### config.mk
export PLATFORM = sky130hd
export DESIGN_NAME = parking_occupancy_manager
export DESIGN_NICKNAME = d
export VERILOG_FILES = /design/src/rtl/parking_pkg.sv /design/src/rtl/free_spot_finder.sv /design/src/rtl/parking_occupancy_manager.sv
export SDC_FILE = /design/constraint.sdc
export NUM_CORES = 1
export LEC_CHECK = 0
export CORE_MARGIN = 1.5
export CORE_UTILIZATION = 45
export DETAILED_ROUTE_END_ITERATION = 10
export GPL_ROUTABILITY_DRIVEN = 0
export PLACE_DENSITY_LB_ADDON = 0.05
export SYNTH_ARGS = -nofsm -noshare
export SYNTH_HDL_FRONTEND = slang
export SYNTH_SLANG_ARGS = --single-unit
### constraint.sdc
create_clock -name clk -period 10.31 [get_ports clk]
set_input_delay 1.5465 -clock clk [delete_from_list [all_inputs] [get_ports clk]]
set_output_delay 1.5465 -clock clk [all_outputs]
set_load 0.01 [all_outputs]
### src/rtl/parking_pkg.sv
// Shared definitions for the parking occupancy manager and its helpers.
package parking_pkg;

  localparam int N_SPOTS          = 8;
  localparam int IDX_W            = 3;
  localparam int CNT_W            = 4;
  localparam int GATE_CYCLES_DEF  = 4;

  typedef enum logic [1:0] {
    ST_IDLE  = 2'd0,
    ST_ENTER = 2'd1,
    ST_EXIT  = 2'd2,
    ST_GATE  = 2'd3
  } state_e;

  // True when exactly one bit of v is set.
  function automatic logic is_one_hot(input logic [N_SPOTS-1:0] v);
    logic [N_SPOTS-1:0] one;
    one = {{(N_SPOTS-1){1'b0}}, 1'b1};
    return (v != '0) && ((v & (v - one)) == '0);
  endfunction

  // Number of set bits, sized for the free-count output.
  function automatic logic [CNT_W-1:0] popcount(input logic [N_SPOTS-1:0] v);
    logic [CNT_W-1:0] sum;
    sum = '0;
    for (int i = 0; i < N_SPOTS; i++) begin
      sum = sum + CNT_W'(v[i]);
    end
    return sum;
  endfunction

endpackage

### src/rtl/free_spot_finder.sv
// Lowest-index free spot search over the occupancy vector.
module free_spot_finder
  import parking_pkg::*;
(
  input  logic [N_SPOTS-1:0] occupancy,
  output logic [IDX_W-1:0]   spot_idx,
  output logic               found
);

  // Scan from the top down so the last hit, and therefore the winner, is the lowest index.
  always_comb begin
    found    = 1'b0;
    spot_idx = '0;
    for (int i = N_SPOTS - 1; i >= 0; i--) begin
      if (!occupancy[i]) begin
        found    = 1'b1;
        spot_idx = IDX_W'(i);
      end
    end
  end

endmodule

### src/rtl/parking_occupancy_manager.sv
// Parking lot occupancy register with entry allocation, exit release and timed gate.
//
// state    | meaning
// ---------+-----------------------------------------------------------
// ST_IDLE  | waiting for a request; exit wins over a simultaneous entry
// ST_ENTER | allocate lowest free spot or reject when the lot is full
// ST_EXIT  | release the latched spot or flag a bad location
// ST_GATE  | gate held open while the counter runs down; requests ignored
module parking_occupancy_manager
  import parking_pkg::*;
#(
  parameter int GATE_CYCLES = GATE_CYCLES_DEF
) (
  input  logic               clk,
  input  logic               rst,
  input  logic               enter_req,
  input  logic               exit_req,
  input  logic [N_SPOTS-1:0] exit_location,
  output logic               enter_ack,
  output logic [IDX_W-1:0]   enter_park_number,
  output logic               enter_reject,
  output logic               exit_ack,
  output logic               exit_error,
  output logic               gate_open,
  output logic               busy,
  output logic [N_SPOTS-1:0] occupancy,
  output logic [CNT_W-1:0]   free_count,
  output logic               full,
  output logic               empty
);

  localparam logic [CNT_W-1:0] GATE_LOAD = CNT_W'(GATE_CYCLES - 1);
  localparam logic [CNT_W-1:0] SPOTS_CNT = CNT_W'(N_SPOTS);

  state_e             state_q, state_d;
  logic [N_SPOTS-1:0] occ_q, occ_d;
  logic [N_SPOTS-1:0] loc_q, loc_d;
  logic [CNT_W-1:0]   cnt_q, cnt_d;
  logic [IDX_W-1:0]   park_q, park_d;
  logic               enter_ack_q, enter_ack_d;
  logic               enter_rej_q, enter_rej_d;
  logic               exit_ack_q, exit_ack_d;
  logic               exit_err_q, exit_err_d;
  logic               gate_q, gate_d;
  logic               busy_q, busy_d;
  logic [CNT_W-1:0]   free_q, free_d;
  logic               full_q, full_d;
  logic               empty_q, empty_d;

  logic [IDX_W-1:0]   free_idx;
  logic               free_found;
  logic               exit_ok;

  free_spot_finder u_finder (
    .occupancy (occ_q),
    .spot_idx  (free_idx),
    .found     (free_found)
  );

  assign exit_ok = is_one_hot(loc_q) && ((loc_q & occ_q) != '0);

  // State and registered outputs; reset aborts anything in flight, including the gate.
  always_ff @(posedge clk) begin
    if (rst) begin
      state_q     <= ST_IDLE;
      occ_q       <= '0;
      loc_q       <= '0;
      cnt_q       <= '0;
      park_q      <= '0;
      enter_ack_q <= 1'b0;
      enter_rej_q <= 1'b0;
      exit_ack_q  <= 1'b0;
      exit_err_q  <= 1'b0;
      gate_q      <= 1'b0;
      busy_q      <= 1'b0;
      free_q      <= SPOTS_CNT;
      full_q      <= 1'b0;
      empty_q     <= 1'b1;
    end else begin
      state_q     <= state_d;
      occ_q       <= occ_d;
      loc_q       <= loc_d;
      cnt_q       <= cnt_d;
      park_q      <= park_d;
      enter_ack_q <= enter_ack_d;
      enter_rej_q <= enter_rej_d;
      exit_ack_q  <= exit_ack_d;
      exit_err_q  <= exit_err_d;
      gate_q      <= gate_d;
      busy_q      <= busy_d;
      free_q      <= free_d;
      full_q      <= full_d;
      empty_q     <= empty_d;
    end
  end

  // Next-state selection.
  always_comb begin
    state_d = state_q;
    unique case (state_q)
      ST_IDLE: begin
        if (exit_req)       state_d = ST_EXIT;
        else if (enter_req) state_d = ST_ENTER;
      end
      ST_ENTER: state_d = free_found ? ST_GATE : ST_IDLE;
      ST_EXIT:  state_d = exit_ok ? ST_GATE : ST_IDLE;
      ST_GATE:  if (cnt_q == '0) state_d = ST_IDLE;
      default:  state_d = ST_IDLE;
    endcase
  end

  // Datapath and output next values; status flags derive from the next occupancy
  // so they always agree with the occupancy register in the same cycle.
  always_comb begin
    occ_d       = occ_q;
    loc_d       = loc_q;
    cnt_d       = cnt_q;
    park_d      = park_q;
    enter_ack_d = 1'b0;
    enter_rej_d = 1'b0;
    exit_ack_d  = 1'b0;
    exit_err_d  = 1'b0;
    gate_d      = gate_q;
    unique case (state_q)
      ST_IDLE: begin
        if (exit_req) loc_d = exit_location;
      end
      ST_ENTER: begin
        if (free_found) begin
          occ_d       = occ_q | (N_SPOTS'(1) << free_idx);
          park_d      = free_idx;
          enter_ack_d = 1'b1;
          cnt_d       = GATE_LOAD;
          gate_d      = 1'b1;
        end else begin
          enter_rej_d = 1'b1;
        end
      end
      ST_EXIT: begin
        if (exit_ok) begin
          occ_d      = occ_q & ~loc_q;
          exit_ack_d = 1'b1;
          cnt_d      = GATE_LOAD;
          gate_d     = 1'b1;
        end else begin
          exit_err_d = 1'b1;
        end
      end
      ST_GATE: begin
        if (cnt_q == '0) gate_d = 1'b0;
        else             cnt_d  = cnt_q - 1'b1;
      end
      default: ;
    endcase
    busy_d  = (state_d != ST_IDLE);
    free_d  = SPOTS_CNT - popcount(occ_d);
    full_d  = &occ_d;
    empty_d = ~|occ_d;
  end

  assign enter_ack         = enter_ack_q;
  assign enter_park_number = park_q;
  assign enter_reject      = enter_rej_q;
  assign exit_ack          = exit_ack_q;
  assign exit_error        = exit_err_q;
  assign gate_open         = gate_q;
  assign busy              = busy_q;
  assign occupancy         = occ_q;
  assign free_count        = free_q;
  assign full              = full_q;
  assign empty             = empty_q;

endmodule

==> metrics, run 1 <==
run status finished, final reports clean; ANT cells 0; sequential group share of total power between 30 and 40%; most frequent cells in the layout sky130_fd_sc_hd__dfxtp_1 (37), sky130_fd_sc_hd__clkdlybuf4s50_1 (34), sky130_fd_sc_hd__nand2_1 (22); critical path depth 13; internal power between 0.0003 and 0.0004 W; initial standard-cell utilization of the core 46.6%; clock slew at the register clock pins of the worst setup and hold paths 70 ps; CP dominant cell by count sky130_fd_sc_hd__fa_1; share of synthesized registers carrying an async set or reset 0%; switching power roughly 0.00017 W; skew final 3.32 ps; die width approximately 70 microns; Clock Power Share 23.3%; setup violation total in the final timing report 0; combined area of all synthesized cells a little over 2000 sq um; Nets between 300 and 400; CP startpoint loc_q[1]; register area share after synthesis between 30% and 40%; Max-Slew Margin vs Limit between 40% and 50%; maximum buffer depth of the clock tree 2; Pre-Repair DR Iteration Count 4; setup repair after global routing missed its margin false; crit path time final between 4000 and 5000 ps; crit path capture type flip-flop; maximum level of the CTS H-tree 2; number of max-slew violations in the final report 0; worst setup path class flip-flop to flip-flop; leading cell type in the layout, fill and taps excluded sky130_fd_sc_hd__dfxtp_1; antenna-violating nets left 0; worst hold stages 1; cell-by-cell trace of the critical path or4_1, nor2_1, o221a_2, a31oi_1, o21ai_0, fa_1, ha_1, fa_1, inv_1, fa_1, inv_1, ha_1, nor2b_1; sum of routed wire length over all layers roughly 4.7 mm; buffering stage count on the worst path with inverters included 2; antenna violations before repair 0; beginning of the worst register-to-register path loc_q[1]; Cells after Synth 242; P&R area growth vs syn 22.9%; required time worst endpoint 10,480 ps; Detail Placement HPWL between 3 and 4 mm; pin count of the biggest net entering global routing 35; number of distinct library cell variants in the gate-level netlist after synthesis 48; count of cells resized by post-cts repair 0; total of buffers placed on input and output ports 34; leakage power figure 0.962 nW; first-pass GRT wire length 8.03 mm; Starting DRT DRC Count approximately 170; final global-route overflow total 0; core box area roughly 4400 sq um; setup slack, reg-to-reg a little over 6000 ps; Synth area leader sky130_fd_sc_hd__dfxtp_1; transition at the pin with the smallest max-transition slack ~830 ps; critical path fanouts, max 11; Layout Utilization a little under three fifths; dominant cells by area after synthesis sky130_fd_sc_hd__dfxtp_1 (37%), sky130_fd_sc_hd__ha_1 (8.0%), sky130_fd_sc_hd__a21oi_1 (4.4%); cell chosen for the clock root sky130_fd_sc_hd__clkbuf_8; Avg Cell Area, Syn between 8 and 9 sq um; worst r2r dst free_count[2]; ratio of routed vias to standard cells 5.70; GRT Resource Usage Total between 20 and 25%; number of hold buffers added after cts 0; most frequently used flop master after synthesis sky130_fd_sc_hd__dfxtp_1; count of max-cap constraint violations 0; Synth Net Count about 270; Critical Path Slowest Stage Cell sky130_fd_sc_hd__or4_1; Critical Path Start Type flip-flop; Sw Ratio 36.3%; setup TNS 0 ps; Post CTS Setup Buffer Count 0; delay of the slowest cell on the worst path approximately 560 ps; Hold Crit Class flip-flop to flip-flop; CTS Sinks 37; hold violation total from the final report 0; total power divided by cell area between 150 and 200 nW/um^2; Logic pwr share a little under two fifths; TritonCTS buffer count 5; share of the synthesized area in the top cell type 36.5%; Top delay family on crit path adder cells; period utilization between 40% and 50%; area of the die ~4900 sq um; DR vias roughly 1,900; FF+latch count, synth 37; signal arrival time at the worst endpoint ~4500 ps; total DRC errors in the routed layout 0; Synth Warn # 0; number of enable-type register cells in the synthesized netlist 0; routed length per placed instance 14.3 microns; highest clock rate approximately 0.23 GHz; ratio of cells with drive above 1 in the final layout 6.23%; vias in the first global route 1,756; height of the die 70.1 microns; I/O Pins 35; Rows 24; Worst VDD drop 0.0000931 V; clock insertion delay at the later pin of the skew report slightly below 300 ps; FF-to-FF path depth 13; CP endpoint free_count[2]; TritonCTS clock tree yes
[metal layers]
| layer | track usage (%) | up-vias | wire (microns) |
|---|---|---|---|
| met5 | 0 | - | 0 |
| met4 | 8.12 | 0 | 66 |
| met3 | 4.04 | 8 | 298 |
| met2 | 31.7 | 61 | 2110 |
| met1 | 27.4 | 861 | 2190 |
| li1 | - | 921 | - |
[cell families (layout without fill, tap and decap cells)]
| kind of cell | count (synthesis) | in the layout | synth area share [%] |
|---|---|---|---|
| DFF | 37 | 37 | 36.5 |
| AOI/OAI and AO/OA | 68 | 68 | 23.0 |
| adders and majority gates | 18 | 18 | 12.5 |
| xor gates and xnor gates | 1 | 1 | 0.432 |
| buffers and inverters | 29 | 60 | 5.74 |
| and+or+nand+nor | 89 | 89 | 21.8 |
[synth_stat cells (all sizes together) (3+ instances only)]
master and instances:
ha 13, nand3 14, nand4 3, clkbuf 12
nor3 5, o21a 3, o21ai 9, nand2b 6
fa 4, o31ai 3, nor2 21, a21oi 19
a311oi 3, dfxtp 37, nor2b 5, nand2 22
and2 3, inv 16, a22oi 4, a41o 3
a31oi 9, a211oi 3
[state kept, by name, summed over array words and instances, names as in the netlist]
| signal | flops |
|---|---|
| exit_error | 1 |
| free_count | 4 |
| state_q | 2 |
| full | 1 |
| busy | 1 |
| occupancy | 8 |
| enter_park_number | 3 |
| loc_q | 8 |
| cnt_q | 4 |
| gate_open | 1 |
| enter_reject | 1 |
| empty | 1 |
| enter_ack | 1 |
| exit_ack | 1 |
[worst register-to-register path, stage by stage, from the launching register on]
cell and delay (ps):
sky130_fd_sc_hd__dfxtp_1 370, sky130_fd_sc_hd__or4_1 560, sky130_fd_sc_hd__nor2_1 150, sky130_fd_sc_hd__o221a_2 370, sky130_fd_sc_hd__a31oi_1 110, sky130_fd_sc_hd__o21ai_0 480
sky130_fd_sc_hd__fa_1 520, sky130_fd_sc_hd__ha_1 230, sky130_fd_sc_hd__fa_1 520, sky130_fd_sc_hd__inv_1 60, sky130_fd_sc_hd__fa_1 400, sky130_fd_sc_hd__inv_1 60
sky130_fd_sc_hd__ha_1 210, sky130_fd_sc_hd__nor2b_1 120
[area by class of cell]
class	instances	area (sq um)
fillers	403	1860
multi-input cells	176	1170
flip-flops and latches	37	741
repair buffers	36	355
clock buffers	7	96.3
well taps	52	65.1
inverters	16	60.1
clock inverters	1	5.00
[power by group through the flow]
stage / sequential [W] / clock (W) / combinational (W)
6_report: 0.000185 / 0.000112 / 0.000184
3_5_place_dp: 0.000189 / 0 / 0.000183
5_1_grt: 0.000189 / 0.000119 / 0.000206
3_3_place_gp: 0.000189 / 0 / 0.000183
4_1_cts: 0.000185 / 0.000115 / 0.000184
2_1_floorplan: 0.000188 / 0 / 0.000121
[worst min-delay path by stage]
stage | from | endpoint | slack (ps)
finish | gate_open | gate_open | 470
global route | gate_open | gate_open | 500
CTS | gate_open | gate_open | 480
detailed placement | gate_open | gate_open | 460
global placement | gate_open | gate_open | 460
floorplan | cnt_q[3] | cnt_q[3] | 460
[stage by stage]
step / hold slack, ps / total power (W) / cells / instance area [sq um] / setup slack [ps]
5_1_grt: 504 / 0.000514 / 325 / 2490 / 5770
3_5_place_dp: 463 / 0.000372 / 317 / 2390 / 6070
3_3_place_gp: 456 / 0.000372 / 317 / 2390 / 6120
2_1_floorplan: 456 / 0.000309 / 242 / 2030 / 6250
4_1_cts: 480 / 0.000484 / 325 / 2490 / 6050
6_report: 471 / 0.000481 / 325 / 2490 / 6040
(Power assumes the default switching activity.)
==> inputs of run 2 (changes only) <==
Clock period 10.31 ns to 3.58 ns, I/O delays scaled along.
==> run 2 against run 1 <==
Effect of this change:
- the flow now finishes with violations (setup timing)
- register-to-register slack worse by 6200 ps
- combinational power rose to 3.6 times the previous value
- sequential power rose to 2.8 times the previous value
- non-clock buffer count up 34
- critical path type unchanged
==> metrics, run 2 (synthesized netlist as in run 1, its figures left out) <==
run status finished with violations; violated checks setup timing; count of max-cap constraint violations 0; ratio of routed vias to standard cells roughly 5.5; required time worst endpoint about 3700 ps; setup violation total in the final timing report 2; routed length per placed instance about 14 microns; FF-to-FF path depth 13; Pre-Repair DR Iteration Count 4; signal arrival time at the worst endpoint 3890 ps; minimum setup slack in the final design -164 ps; antenna-violating nets left 0; Nets 335; number of max-slew violations in the final report 0; crit path capture type flip-flop; total of buffers placed on input and output ports 34; GRT Resource Usage Total 23.3%; P&R area growth vs syn 37.4%; crit path time final around 3700 ps; worst hold stages 1; worst slack after detailed placement -253 ps; worst setup path class flip-flop to flip-flop; Detail Placement HPWL between 3 and 4 mm; skew final a little under 6 ps; final global-route overflow total 0; TritonCTS clock tree yes; Worst VDD drop 0.000372 V; hold violation total from the final report 0; pin count of the biggest net entering global routing 25; maximum level of the CTS H-tree 2; DR vias 1,972; TritonCTS buffer count 5; highest clock rate approximately 0.27 GHz; antenna violations before repair 0; initial standard-cell utilization of the core 46.6%; total power divided by cell area ~530 nW/um^2; Critical Path Start Type flip-flop; core box area 4350 sq um; setup TNS -181 ps; cell chosen for the clock root sky130_fd_sc_hd__clkbuf_8; height of the die 70.1 microns; leakage power figure ~1.1 nW; Hold Crit Class flip-flop to flip-flop; Max-Slew Margin vs Limit a little over two fifths; die width between 70 and 80 microns; first-pass GRT wire length a little under 9 mm; worst hold slack approximately 480 ps; setup repair after global routing missed its margin true; most frequent cells in the layout sky130_fd_sc_hd__dfxtp_1 (36), sky130_fd_sc_hd__buf_4 (36), sky130_fd_sc_hd__clkdlybuf4s50_1 (34); critical path fanouts, max 6; I/O Pins 35; Starting DRT DRC Count 108; clock insertion delay at the later pin of the skew report just under 300 ps; ANT cells 0; maximum buffer depth of the clock tree 2; ratio of cells with drive above 1 in the final layout between 10% and 20%; transition at the pin with the smallest max-transition slack slightly below 900 ps; CTS Sinks 37; total power after layout between 0.001 and 0.0015 W; vias in the first global route 1,880; total DRC errors in the routed layout 0; sum of routed wire length over all layers just over 5 mm; period utilization 105%; Rows 24; area of the die about 5000 sq um; clock slew at the register clock pins of the worst setup and hold paths roughly 70 ps
[run 2: changes by cell type in the layout (fill, tap and decap cells not counted), moves of 2 or more]
cell	delta
sky130_fd_sc_hd__buf_4	+34
sky130_fd_sc_hd__ha_1	-2
sky130_fd_sc_hd__inv_1	-2
sky130_fd_sc_hd__inv_2	+2
[run 2: repair_timing]
| item | 4_1_cts | 5_1_grt |
|---|---|---|
| setup endpoints to repair | 3 | 3 |
| setup buffers | 1 | 1 |
| resized for setup | 8 | 1 |
| pin swaps | 3 | 2 |
| hold buffers | 0 | 0 |
[run 2: report_power, final]
| group | leakage [nW] | total, W | switching, W | internal [W] |
|---|---|---|---|---|
| clock network | 0.0443 | 0.000293 | 0.000140 | 0.000153 |
| registers | 0.302 | 0.000513 | 0.0000348 | 0.000478 |
| logic | 0.786 | 0.000664 | 0.000351 | 0.000312 |
[run 2: cell type report]
class,instances,area (sq um)
multi-input combinational,176,1220
sequential,37,742
inverter,16,60.1
clock buffer,7,86.3
tap,52,65.1
timing repair buffer,70,611
fill,388,1570
[run 2: worst paths after layout]
path | start | to | slack, ps
max | loc_q[4] | free_count[2] | -160
max reg2reg | loc_q[4] | free_count[2] | -160
min reg2reg | gate_open | gate_open | 480
min | gate_open | gate_open | 480
[run 2: through the flow]
stage | instances | instance area (sq um) | util (%)
after detailed placement | 349 | 2650 | 60.7
after global placement | 349 | 2650 | 60.7
after CTS | 357 | 2780 | 63.7
after global routing | 358 | 2790 | 64.0
final | 358 | 2790 | 64.0
after floorplan | 242 | 2040 | -
[run 2: metal layers]
metal  track usage, %  routed length, microns
met5                0                       0
met4             11.3                     118
met3             4.04                     274
met2             36.5                    2480
met1             30.9                    2290
[run 2: worst max-delay path: stages (launching register included)]
cell                       delay (ps)
sky130_fd_sc_hd__dfxtp_2          320
sky130_fd_sc_hd__or4_4            530
sky130_fd_sc_hd__a211o_1          250
sky130_fd_sc_hd__o221a_4          260
sky130_fd_sc_hd__a311oi_2         260
sky130_fd_sc_hd__nor2_2            80
sky130_fd_sc_hd__fa_1             460
sky130_fd_sc_hd__ha_2             200
sky130_fd_sc_hd__fa_1             500
sky130_fd_sc_hd__inv_2             40
sky130_fd_sc_hd__fa_2             320
sky130_fd_sc_hd__inv_2             70
sky130_fd_sc_hd__ha_4             180
sky130_fd_sc_hd__nor2b_1          110
==> inputs of run 3 (changes only) <==
Settings changed: CELL_PAD_IN_SITES_DETAIL_PLACEMENT from default to 1, CELL_PAD_IN_SITES_GLOBAL_PLACEMENT from default to 1, CORE_UTILIZATION 45 to 35.
Clock period 3.58 ns to 3.3 ns, I/O delays scaled along.
==> run 3 against run 2 <==
Effect of this change:
- the flow still finishes with violations (setup timing)
- critical path type unchanged
- critical endpoint unchanged
- routed wire length is 27% higher
- die area rose by 27%
- sequential share of layout area fell by 1.2 points
- worst hold slack better by 4.7 ps
- critical path depth did not move
- clock skew grew 1.7 ps
- setup slack worse by 320 ps
- final cell count grew 8.4%
- total power grew 17%
- via count up 4.2%
- flip-flop and latch count did not move
==> metrics, run 3 (synthesized netlist as in run 1, its figures left out) <==
total power divided by cell area 590 nW/um^2; period utilization 115%; antenna violations before repair 0; fill count approximately 670; Layout Utilization roughly 53%; leakage power figure 1.18 nW; maximum buffer depth of the clock tree 2; setup violation total in the final timing report 3; internal power 0.00109 W; Max-Slew Margin vs Limit ~60%; I/O Pins 35; switching power between 0.0006 and 0.0007 W; Top delay family on crit path adder cells; Reg area between 700 and 800 sq um; TritonCTS buffer count 5; skew final ~7.6 ps; core box area roughly 5500 sq um; highest clock rate roughly 0.26 GHz; run status finished with violations; cell-by-cell trace of the critical path or4_4, a211o_1, o221a_4, a31oi_2, o21ai_2, fa_1, ha_2, fa_1, inv_2, fa_2, inv_2, ha_4, nor2b_1; DR vias between 2,000 and 2,500; count of max-cap constraint violations 0; vias in the first global route 2,181; Rows 27; clock insertion delay at the later pin of the skew report 300 ps; Critical Path Start Type flip-flop; hold violation total from the final report 0; number of hold buffers added after cts 0; height of the die ~80 microns; TritonCTS clock tree yes; ratio of cells with drive above 1 in the final layout 23.1%; P&R area growth vs syn 43.7%; pin count of the biggest net entering global routing 23; Inst Count DP about 380; setup repair after global routing missed its margin true; Logic pwr share between 40% and 50%; total DRC errors in the routed layout 0; final global-route overflow total 0; sum of routed wire length over all layers between 6 and 7 mm; delay of the slowest cell on the worst path between 500 and 600 ps; sequential group share of total power between 30% and 40%; antenna-violating nets left 0; Nets approximately 340; Detail Placement HPWL between 4 and 5 mm; ratio of routed vias to standard cells between 5 and 6; cell chosen for the clock root sky130_fd_sc_hd__clkbuf_8; crit path time final ~3800 ps; Sw Ratio a little under two fifths; required time worst endpoint roughly 3500 ps; post-route insts no fill 388; first-pass GRT wire length ~11 mm; area of the die between 6000 and 7000 sq um; most frequent cells in the layout sky130_fd_sc_hd__buf_4 (45), sky130_fd_sc_hd__dfxtp_1 (36), sky130_fd_sc_hd__clkdlybuf4s50_1 (34); CTS Sinks 37; critical path fanouts, max 6; Pre-Repair DR Iteration Count 4; Clock Power Share a little over a fifth; die width ~79 microns; number of max-slew violations in the final report 0; crit path capture type flip-flop; transition at the pin with the smallest max-transition slack ~570 ps; Starting DRT DRC Count between 100 and 150; total of buffers placed on input and output ports 34; maximum level of the CTS H-tree 2; violated checks setup timing; routed length per placed instance about 17 microns; signal arrival time at the worst endpoint a little under 4000 ps; leading cell type in the layout, fill and taps excluded sky130_fd_sc_hd__buf_4; Critical Path Slowest Stage Cell sky130_fd_sc_hd__or4_4; clock slew at the register clock pins of the worst setup and hold paths around 80 ps; buffering stage count on the worst path with inverters included 2; minimum setup slack in the final design -484 ps; GRT Resource Usage Total between 20% and 30%; summed area of non-filler cells in the final layout 2920 sq um; ANT cells 0; dpl cell area 2750 sq um; Hold Crit Class flip-flop to flip-flop; initial standard-cell utilization of the core around 37%; Worst VDD drop ~0.00034 V; worst setup path class flip-flop to flip-flop; combined area of the multi-input logic cells ~1200 sq um
==> run 3: path summary, 6_finish.rpt <==
| path | startpoint | depth (start not counted) | slack (ps) | end |
|---|---|---|---|---|
| hold / removal | gate_open | 1 | 480 | gate_open |
| setup reg to reg | loc_q[4] | 13 | -480 | free_count[2] |
| setup / recovery | loc_q[4] | 13 | -480 | free_count[2] |
| hold reg to reg | gate_open | 1 | 480 | gate_open |
==> run 3: through the flow <==
step	hold WS, ps	TNS [ps]	worst slack (ps)	total power (W)
2_1_floorplan	456	-1250	-498	0.000971
3_3_place_gp	457	-1130	-453	0.00131
3_5_place_dp	458	-1410	-556	0.00133
4_1_cts	482	-1310	-518	0.00171
5_1_grt	511	-1400	-556	0.00185
6_report	481	-1190	-484	0.00172
==> run 3: final cells by class <==
type	instances	share of cell area [%]
clock inverter	1	0.172
clock buffer	7	3.30
inverter	16	2.06
tap	72	3.09
timing repair buffer	79	23.3
multi-input combinational	176	42.7
sequential	37	25.5
==> run 3: metal layers <==
layer	GRT usage (%)	routed length, microns	vias to the layer above
met3	4.25	131	7
li1	-	-	1006
met1	27.0	3000	1022
met2	40.9	3370	20
met4	5.79	87	0
met5	0	0	-
==> run 3: timing repair <==
item / CTS / global route
pin swaps: 9 / 3
gates resized for setup: 7 / 5
setup buffers: 1 / 0
endpoints found under the setup margin: 3 / 3
==> run 3: power groups by stage <==
stage / clock, W / combinational, W / sequential [W]
6_report: 0.000360 / 0.000804 / 0.000556
5_1_grt: 0.000396 / 0.000882 / 0.000567
4_1_cts: 0.000365 / 0.000791 / 0.000557
3_5_place_dp: 0 / 0.000764 / 0.000566
3_3_place_gp: 0 / 0.000750 / 0.000564
2_1_floorplan: 0 / 0.000382 / 0.000589
